==> src/rtl/playram_scanout.sv <==
// Raster scanout for the playram frame buffer: 2x2 pixel doubling, RGB332 to RGB888 expansion,
// and VGA-style sync/DE generation through a fixed two-stage pipeline.
module playram_scanout #(
    parameter int unsigned H_ACTIVE   = 640,
    parameter int unsigned H_FP       = 16,
    parameter int unsigned H_SYNC     = 96,
    parameter int unsigned H_BP       = 48,
    parameter int unsigned V_ACTIVE   = 480,
    parameter int unsigned V_FP       = 10,
    parameter int unsigned V_SYNC     = 2,
    parameter int unsigned V_BP       = 33,
    parameter int unsigned FB_W       = 320,
    parameter int unsigned FB_H       = 240,
    parameter int unsigned ADDR_WIDTH = 17,
    parameter bit          HS_POL     = 1'b0,
    parameter bit          VS_POL     = 1'b0
) (
    input  logic                  clk,
    input  logic                  rst_n,
    input  logic                  en,
    output logic [ADDR_WIDTH-1:0] rd_addr,
    input  logic [7:0]            rd_data,
    output logic                  hsync,
    output logic                  vsync,
    output logic                  de,
    output logic [23:0]           rgb,
    output logic                  frame_start,
    output logic                  vblank
);

    localparam int unsigned H_TOTAL = H_ACTIVE + H_FP + H_SYNC + H_BP;
    localparam int unsigned V_TOTAL = V_ACTIVE + V_FP + V_SYNC + V_BP;
    localparam int unsigned HW      = $clog2(H_TOTAL);
    localparam int unsigned VW      = $clog2(V_TOTAL);

    localparam logic [HW-1:0] H_LAST = HW'(H_TOTAL - 1);
    localparam logic [HW-1:0] H_ACT  = HW'(H_ACTIVE);
    localparam logic [HW-1:0] H_SS   = HW'(H_ACTIVE + H_FP);
    localparam logic [HW-1:0] H_SE   = HW'(H_ACTIVE + H_FP + H_SYNC);
    localparam logic [HW-1:0] H_ONE  = HW'(1);
    localparam logic [VW-1:0] V_LAST = VW'(V_TOTAL - 1);
    localparam logic [VW-1:0] V_ACT  = VW'(V_ACTIVE);
    localparam logic [VW-1:0] V_SS   = VW'(V_ACTIVE + V_FP);
    localparam logic [VW-1:0] V_SE   = VW'(V_ACTIVE + V_FP + V_SYNC);
    localparam logic [VW-1:0] V_ONE  = VW'(1);

    localparam logic [ADDR_WIDTH-1:0] FB_W_C = ADDR_WIDTH'(FB_W);
    localparam logic [ADDR_WIDTH-1:0] A_ONE  = ADDR_WIDTH'(1);

    if (H_ACTIVE != 2 * FB_W || V_ACTIVE != 2 * FB_H) begin : g_geom_check
        $error("playram_scanout: active raster must be exactly twice the frame buffer");
    end

    // Stage 0: raster counters and incremental read address
    logic [HW-1:0]         h_cnt_q, h_cnt_d;
    logic [VW-1:0]         v_cnt_q, v_cnt_d;
    logic [ADDR_WIDTH-1:0] line_base_q, line_base_d;
    logic [ADDR_WIDTH-1:0] rd_addr_q, rd_addr_d;
    logic                  h_wrap;

    always_comb begin
        h_cnt_d     = h_cnt_q;
        v_cnt_d     = v_cnt_q;
        line_base_d = line_base_q;
        rd_addr_d   = rd_addr_q;
        h_wrap      = (h_cnt_q == H_LAST);
        if (!en) begin
            h_cnt_d     = '0;
            v_cnt_d     = '0;
            line_base_d = '0;
            rd_addr_d   = '0;
        end else begin
            h_cnt_d = h_wrap ? '0 : h_cnt_q + H_ONE;
            if (h_wrap) begin
                v_cnt_d = (v_cnt_q == V_LAST) ? '0 : v_cnt_q + V_ONE;
                if (v_cnt_d == '0) begin
                    line_base_d = '0;
                end else if (!v_cnt_d[0] && (v_cnt_d < V_ACT)) begin
                    line_base_d = line_base_q + FB_W_C;
                end
            end
            // Address tracks the position the counters will hold next cycle, so rd_addr_q
            // always matches h_cnt_q/v_cnt_q; each frame-buffer pixel is read twice.
            if (v_cnt_d < V_ACT) begin
                if (h_cnt_d == '0) begin
                    rd_addr_d = line_base_d;
                end else if ((h_cnt_d < H_ACT) && !h_cnt_d[0]) begin
                    rd_addr_d = rd_addr_q + A_ONE;
                end
            end
        end
    end

    always_ff @(posedge clk or negedge rst_n) begin
        if (!rst_n) begin
            h_cnt_q     <= '0;
            v_cnt_q     <= '0;
            line_base_q <= '0;
            rd_addr_q   <= '0;
        end else begin
            h_cnt_q     <= h_cnt_d;
            v_cnt_q     <= v_cnt_d;
            line_base_q <= line_base_d;
            rd_addr_q   <= rd_addr_d;
        end
    end

    // Stage-0 flags are qualified by en so a parked raster emits nothing
    logic s0_de, s0_hs, s0_vs, s0_fs, s0_vb;

    always_comb begin
        s0_de = en && (h_cnt_q < H_ACT) && (v_cnt_q < V_ACT);
        s0_hs = en && (h_cnt_q >= H_SS) && (h_cnt_q < H_SE);
        s0_vs = en && (v_cnt_q >= V_SS) && (v_cnt_q < V_SE);
        s0_fs = en && (h_cnt_q == '0) && (v_cnt_q == '0);
        s0_vb = en && (v_cnt_q >= V_ACT);
    end

    // Stage 1: flags wait alongside the RAM read
    logic p1_de_q, p1_de_d;
    logic p1_hs_q, p1_hs_d;
    logic p1_vs_q, p1_vs_d;
    logic p1_fs_q, p1_fs_d;
    logic p1_vb_q, p1_vb_d;

    always_comb begin
        p1_de_d = s0_de;
        p1_hs_d = s0_hs;
        p1_vs_d = s0_vs;
        p1_fs_d = s0_fs;
        p1_vb_d = s0_vb;
    end

    always_ff @(posedge clk or negedge rst_n) begin
        if (!rst_n) begin
            p1_de_q <= 1'b0;
            p1_hs_q <= 1'b0;
            p1_vs_q <= 1'b0;
            p1_fs_q <= 1'b0;
            p1_vb_q <= 1'b0;
        end else begin
            p1_de_q <= p1_de_d;
            p1_hs_q <= p1_hs_d;
            p1_vs_q <= p1_vs_d;
            p1_fs_q <= p1_fs_d;
            p1_vb_q <= p1_vb_d;
        end
    end

    // Stage 2: registered outputs
    logic [23:0] rgb_q, rgb_d;
    logic        de_q, de_d;
    logic        hsync_q, hsync_d;
    logic        vsync_q, vsync_d;
    logic        frame_start_q, frame_start_d;
    logic        vblank_q, vblank_d;
    logic [2:0]  px_r, px_g;
    logic [1:0]  px_b;

    always_comb begin
        px_r          = rd_data[7:5];
        px_g          = rd_data[4:2];
        px_b          = rd_data[1:0];
        // Bit replication maps full-scale RGB332 to full-scale 8-bit channels
        rgb_d         = p1_de_q ? {px_r, px_r, px_r[2:1], px_g, px_g, px_g[2:1],
                                   px_b, px_b, px_b, px_b} : 24'h0;
        de_d          = p1_de_q;
        hsync_d       = p1_hs_q ? HS_POL : ~HS_POL;
        vsync_d       = p1_vs_q ? VS_POL : ~VS_POL;
        frame_start_d = p1_fs_q;
        vblank_d      = p1_vb_q;
    end

    always_ff @(posedge clk or negedge rst_n) begin
        if (!rst_n) begin
            rgb_q         <= 24'h0;
            de_q          <= 1'b0;
            hsync_q       <= ~HS_POL;
            vsync_q       <= ~VS_POL;
            frame_start_q <= 1'b0;
            vblank_q      <= 1'b0;
        end else begin
            rgb_q         <= rgb_d;
            de_q          <= de_d;
            hsync_q       <= hsync_d;
            vsync_q       <= vsync_d;
            frame_start_q <= frame_start_d;
            vblank_q      <= vblank_d;
        end
    end

    assign rd_addr     = rd_addr_q;
    assign rgb         = rgb_q;
    assign de          = de_q;
    assign hsync       = hsync_q;
    assign vsync       = vsync_q;
    assign frame_start = frame_start_q;
    assign vblank      = vblank_q;

endmodule

==> config.mk <==
export PLATFORM = sky130hd
export DESIGN_NAME = playram_scanout
export DESIGN_NICKNAME = d
export VERILOG_FILES = /design/src/rtl/playram_scanout.sv
export SDC_FILE = /design/constraint.sdc
export NUM_CORES = 1
export LEC_CHECK = 0
export CAP_MARGIN = 0
export CORE_MARGIN = 4
export CORE_UTILIZATION = 52
export CTS_BUF_LIST = sky130_fd_sc_hd__clkbuf_4 sky130_fd_sc_hd__clkbuf_8
export CTS_CLUSTER_DIAMETER = 60
export DETAILED_ROUTE_END_ITERATION = 10
export GPL_TIMING_DRIVEN = 0
export PLACE_DENSITY = 0.79
export REMOVE_ABC_BUFFERS = 1
export SYNTH_ARGS = -nofsm -noshare
export SYNTH_HDL_FRONTEND = slang
export SYNTH_SLANG_ARGS = --single-unit
==> constraint.sdc <==
create_clock -name clk -period 2.55 [get_ports clk]
set_input_delay 0.51 -clock clk [delete_from_list [all_inputs] [get_ports clk]]
set_output_delay 0.51 -clock clk [all_outputs]
set_load 0.01 [all_outputs]
==> Word level (Yosys, flattened, before mapping) <==
Cells that the tools add are included.
{ "word_totals": {"register_bits": 88, "input_bits": 11, "output_inout_bits": 46, "elab_cells": 68} }
{ "op_classes": {"n_addsub": 4, "magnitude_cmp": 10, "n_eq_ne": 4, "mux": 17, "reduce_logical": 18} }
{ "op_table": {"columns": ["op", "n"], "rows": [
  ["2-to-1 mux 17 bit", 8],
  ["2-to-1 mux 10 bit", 6],
  ["zero test 10 bit", 4],
  ["less-than comparator 10 x 9 -> 1 bit (second input constant)", 4],
  ["less-than comparator 10 bit (second input constant)", 3],
  ["2-to-1 mux 24 bit", 1],
  ["adder 10 x 1 -> 10 bit (second input constant)", 2],
  ["equality test 10 bit (second input constant)", 2],
  ["greater-or-equal comparator 10 x 9 -> 1 bit (second input constant)", 2],
  ["adder 17 x 1 -> 17 bit (second input constant)", 1],
  ["adder 17 x 9 -> 17 bit (second input constant)", 1],
  ["logical AND 1 bit", 11],
  ["greater-or-equal comparator 10 bit (second input constant)", 1],
  ["!= test 3 x 1 -> 1 bit (second input constant)", 1],
  ["zero test 1 bit", 2],
  ["2-to-1 mux 1 bit", 2],
  ["!= test 2 x 1 -> 1 bit (second input constant)", 1],
  ["AND reduction 2 bit", 1]
]} }

==> Longest topological paths before layout <==
Gate-level depths: netlist (run 1).
{ "depth": {"word_depth": 10, "ltp_mapped": 10} }

==> Least setup slack after synthesis (run 1) <==
No wires, ideal clock.
{ "synth_timing": {"kind": "reg2reg", "start": "register h_cnt_q[5]", "end": "register rd_addr_q[12] (netlist: rd_addr[12])", "arrival_ns": 2.698, "t_required_ns": 2.468, "slack_ns": -0.230, "path_stages_with_launch": 10, "period_less_slack_ns": 2.780, "path_cell_list": "dfrtp_1 buf_4 or4b_1 nor4_1 xnor2_1 nor2_1 a31o_2 buf_2 or4_1 a31oi_1"} }
{ "synth_between": {"elab_chain_len": 6} }
{ "synth_lines": {"columns": ["element", "line", "source"], "rows": [
  ["from (decl)", "55", "logic [HW-1:0] h_cnt_q, h_cnt_d;"],
  ["from (signal assigned)", "101", "h_cnt_q <= h_cnt_d;"],
  ["adder 10 x 1 -> 10 bit / equality test 10 bit (equally long branches)", "73, 66", null],
  ["2-to-1 mux 10 bit, on equally long branches", "73, 74", null],
  ["less-than comparator 10 bit, or another cell as far along", "87", "end else if ((h_cnt_d < H_ACT) && !h_cnt_d[0]) begin"],
  ["logical AND 1 bit, or another cell as far along", "87", null],
  ["!= test 3 x 1 -> 1 bit (no line), or another cell as far along", null, null],
  ["AND reduction 2 bit (no line) / 2-to-1 mux 17 bit (equally long branches)", null, null],
  ["to (signal assigned)", "104", "rd_addr_q <= rd_addr_d;"],
  ["to (decl)", "58", "logic [ADDR_WIDTH-1:0] rd_addr_q, rd_addr_d;"]
]} }
Several ways; a longest one is shown, not always the timed one. The select of a mux whose other input is x is not followed.
A chain may end at the register's enable or synchronous reset.

==> Final worst setup path (run 1) <==
{ "layout_timing": {"start": "register h_cnt_q[6]", "end": "register rd_addr_q[12] (netlist: rd_addr[12])"} }
Same word-level chain as after synthesis.

==> impl_results.rst, run 1 <==
.. list-table::
   :header-rows: 1

   * - Metric
     - Value
   * - Leak Pwr
     - 2.523 nW
   * - Max Slew Vio Count
     - 0
   * - Hold slack
     - 0.2413 ns
   * - Status
     - finished, violations left
   * - Count of endpoints failing setup in the final report
     - 25
   * - Maximum ir drop on the vdd rail
     - between 0.0002 and 0.0003 V
   * - Switching Share
     - 0.2577
   * - Crit path launch
     - h_cnt_q[6]
   * - Crit Path Max Fanout
     - 5
   * - Layout Cell Area excl Fill
     - 0.005916 mm²
   * - Number of antenna violations at the first check in global routing
     - 0
   * - Category of the worst setup path capture point
     - flop
   * - Number of cells in the finished layout apart from fillers
     - ~650
   * - Number of storage elements in the synthesis netlist
     - around 70
   * - Internal Pwr Total
     - a little under 0.002 W
   * - Fraction of post-synthesis cell area in the top cell type by area
     - 0.4072
   * - Setup Slack @ Placement
     - -1.593 ns
   * - Largest area contributor in the synthesized netlist
     - sky130_fd_sc_hd__dfrtp_1
   * - Iteration-0 DRC count of the detailed router
     - roughly 380
   * - First-pass iteration count of the detailed router
     - 6
   * - Wire length of the first global-routing pass
     - 20.68 mm
   * - Category of the worst setup path launch point
     - flop
   * - Source of the worst register-to-register timing path
     - h_cnt_q[6]
   * - Antenna Violating Nets Remaining
     - 0
   * - Std cell rows
     - 32
   * - Unrepaired setup endpoints after global routing
     - yes
   * - Number of global-route vias before repair
     - around 4300
   * - Number of buffers created by CTS
     - 9
   * - HPWL after DPL
     - around 6.8 mm
   * - Top post-synthesis cells by area
     - sky130_fd_sc_hd__dfrtp_1 (41%), sky130_fd_sc_hd__nor2_1 (4.2%), sky130_fd_sc_hd__nand2_1 (3.7%), sky130_fd_sc_hd__xor2_1 (3.5%), sky130_fd_sc_hd__buf_4 (3.3%)
   * - Slowest library cell on the worst path
     - sky130_fd_sc_hd__or4b_4
   * - Clock tree from TritonCTS
     - done
   * - Instance count of the mapped netlist
     - roughly 470
   * - Core footprint
     - a little under 0.008 mm²
   * - Final worst setup slack
     - -0.2071 ns
   * - Die boundary width
     - between 90 and 100 µm
   * - CP cell instances
     - or4b_4 -> nor4_4 -> xnor2_2 -> nor2_2 -> a31o_4 -> or4_1 -> a31oi_1
   * - Maximum single-stage delay on the critical path
     - ~0.61 ns
   * - Post-layout nets
     - approximately 560
   * - P_sw
     - roughly 0.00067 W
   * - Full die area
     - 0.009791 mm²
   * - Type of the worst setup path
     - flop to flop
   * - Via count
     - approximately 4300
   * - Primary FF master, synth
     - sky130_fd_sc_hd__dfrtp_1
   * - Layout overhead on the synthesized area
     - 37.52%
   * - Root buffer selected by CTS
     - sky130_fd_sc_hd__clkbuf_8
   * - Unique cell type count in the Yosys netlist
     - 62
   * - Slew HR
     - 0.3679
   * - Ys Warns
     - 0
   * - Endpoint of the worst-slack reg-to-reg timing path
     - rd_addr[12]
   * - Shortest clock period the worst path allows after layout
     - 2.757 ns
   * - Total routing resource utilization after global routing
     - 0.2612
   * - Largest net degree at the start of global routing
     - 73
   * - Power share of the sequential group
     - 0.465
   * - IO buf count
     - between 50 and 60
   * - Overflow left after global routing
     - 0
   * - Fraction of final layout cells sized beyond drive strength 1
     - 0.2930
   * - Worst EP arrival
     - 3.04 ns
   * - Fraction of the cycle the final worst path needs
     - 1.081
   * - # DRC
     - 0
   * - Number of enable flip-flop cells after synthesis
     - 0
   * - Clock Path Buffers
     - 2
   * - Leading cell types in the layout, fill and taps excluded
     - sky130_fd_sc_hd__dfrtp_1 (55), sky130_fd_sc_hd__clkdlybuf4s50_1 (54), sky130_fd_sc_hd__nor2_1 (44)
   * - Worst-Skew Late Latency
     - roughly 0.37 ns
   * - Worst setup skew after layout
     - between 0.015 and 0.02 ns
   * - Syn_area_per_cell
     - 9.251 µm²
   * - Average via count per standard cell
     - around 6.6
   * - Worst-Margin Slew
     - 0.9471 ns
   * - Hold bufs inserted after CTS
     - 0
   * - Sequential fraction of the synthesis area
     - 0.4194
   * - Clock group share of total power
     - 0.402
   * - Starting density of the core
     - 0.5454
   * - FF-to-FF path depth
     - 7
   * - Overall die height
     - approximately 100 µm
   * - CTS HTree Levels
     - 3
   * - Diodes inserted
     - 0
   * - Power share of the combinational group
     - 0.133
   * - Hold WC Path Type
     - input port to asynchronous set/reset pin
   * - Routability-driven placement congestion ratio
     - 0.8965
   * - Ys async rst share
     - 1.000
   * - Power Dens Cells
     - between 400 and 500 mW/mm²
   * - Placed cell area
     - around 0.0047 mm²
   * - Violated checks
     - negative setup slack
   * - Drt wl/cell
     - ~22 µm
   * - Clock transition at the registers of the reported paths
     - about 0.090 ns
   * - Area of the mapped netlist
     - 0.004302 mm²
   * - Total wire length after detailed routing
     - roughly 14 mm
   * - Achievable Freq
     - 362.7 MHz
   * - Count of boundary I/O pins
     - 57
   * - Worst Path Required
     - about 2.8 ns
   * - Placed Instances
     - between 500 and 600
   * - Commonest non-fill, non-tap cell in the layout
     - sky130_fd_sc_hd__dfrtp_1
   * - Final hold viol count
     - 0
   * - R2R setup slack
     - -0.21 ns
   * - Sink count of the clock tree
     - about 70
   * - Max-capacitance violation count
     - 0
per-stage QoR:
step	TNS, ns	utilization	total power, W
finish	-1.993	0.7500	0.002595
global placement	-133.52	0.5960	0.001477
CTS	-0.07235	0.7010	0.002553
detailed placement	-33.15	0.5976	0.001480
global route	-4.105	0.7500	0.002682
floorplan	-8.445	-	0.001325
worst max-delay path, delay by kind of cell (launching register included):
kind | cells | cell delay (ns)
flip-flops | 1 | 0.43
AND/OR/NAND/NOR | 4 | 1.59
AO/OA/AOI/OAI | 2 | 0.45
XOR/XNOR | 1 | 0.20
Yosys cell counts (7+ instances only):
| cell | count |
|---|---|
| sky130_fd_sc_hd__xor2_1 | 17 |
| sky130_fd_sc_hd__nor3_1 | 14 |
| sky130_fd_sc_hd__nand3_1 | 24 |
| sky130_fd_sc_hd__clkbuf_1 | 14 |
| sky130_fd_sc_hd__nor4_1 | 11 |
| sky130_fd_sc_hd__buf_4 | 19 |
| sky130_fd_sc_hd__ha_1 | 7 |
| sky130_fd_sc_hd__buf_2 | 10 |
| sky130_fd_sc_hd__nand4_1 | 10 |
| sky130_fd_sc_hd__xnor2_1 | 13 |
| sky130_fd_sc_hd__inv_1 | 15 |
| sky130_fd_sc_hd__nand2_1 | 42 |
| sky130_fd_sc_hd__a21oi_1 | 14 |
| sky130_fd_sc_hd__nor2_1 | 48 |
| sky130_fd_sc_hd__and2_1 | 12 |
| sky130_fd_sc_hd__o211ai_1 | 8 |
| sky130_fd_sc_hd__a211oi_1 | 8 |
| sky130_fd_sc_hd__o32ai_1 | 8 |
| sky130_fd_sc_hd__and3_1 | 14 |
| sky130_fd_sc_hd__dfrtp_1 | 70 |
sequential cells by signal, summed over array words and instances (netlist names):
name	flops
line_base_q	17
rd_addr	17
h_cnt_q	10
v_cnt_q	10
rgb	8
de	1
de_d	1
frame_start	1
frame_start_d	1
hsync	1
p1_hs_q	1
p1_vb_q	1
p1_vs_q	1
vblank	1
vsync	1
worst max path at each step:
stage | endpoint | slack [ns]
6_report | rd_addr[12] | -0.21
5_1_grt | rd_addr[12] | -0.32
4_1_cts | rd_addr[12] | -0.07
3_5_place_dp | rd_addr[10] | -1.59
3_3_place_gp | rd_addr[10] | -1.53
2_1_floorplan | rd_addr[3] | -0.63
power by group through the flow:
stage	combinational [W]	clock, W	sequential [W]
2_1_floorplan	0.0000860	0	0.00124
3_3_place_gp	0.000254	0	0.00122
3_5_place_dp	0.000256	0	0.00122
4_1_cts	0.000312	0.00104	0.00120
5_1_grt	0.000366	0.00110	0.00121
6_report	0.000346	0.00104	0.00121
layer usage:
metal / part of all wire / vias up / global-route usage
met5: 0 / - / 0
met4: 0.062 / 0 / 0.1418
met3: 0.11 / 104 / 0.08209
met2: 0.48 / 312 / 0.4174
met1: 0.35 / 2066 / 0.3134
li1: - / 1819 / -
cell families after synthesis:
family,Yosys count,share of synthesized area
multiplexers,6,0.01396
XOR/XNOR,31,0.06748
adder cells (fa/ha/maj),7,0.02036
AND/OR/NAND/NOR,196,0.2382
buffers and inverters,63,0.08028
AO/OA/AOI/OAI,90,0.1603
flip-flops,72,0.4194
repair_timing:
action / CTS / global route
cloned: 2 / 1
pin swaps: 25 / 24
setup buffers: 37 / 16
gates resized for setup: 65 / 50
setup endpoints to repair: 36 / 33
cell type report:
cell class                      instances  area (µm²)
Multi-Input combinational cell        333        2658
Tap cell                              102       127.6
Sequential cell                        72        1823
Fill cell                             445        1972
Inverter                               15       56.30
Timing Repair Buffer                  110        1025
Clock buffer                           11       145.1
Clock inverter                          5       81.33
No activity file was read; power rests on OpenSTA's default activity.
==> run 2, diff against run 1 <==
--- a/config.mk
+++ b/config.mk
@@ -9,7 +9,6 @@
 export CORE_MARGIN = 4
 export CORE_UTILIZATION = 52
 export CTS_BUF_LIST = sky130_fd_sc_hd__clkbuf_4 sky130_fd_sc_hd__clkbuf_8
-export CTS_CLUSTER_DIAMETER = 60
 export DETAILED_ROUTE_END_ITERATION = 10
 export GPL_TIMING_DRIVEN = 0
 export PLACE_DENSITY = 0.79
==> results of run 2 <==
Final layout, timing and power as in run 1 (identical DEF).
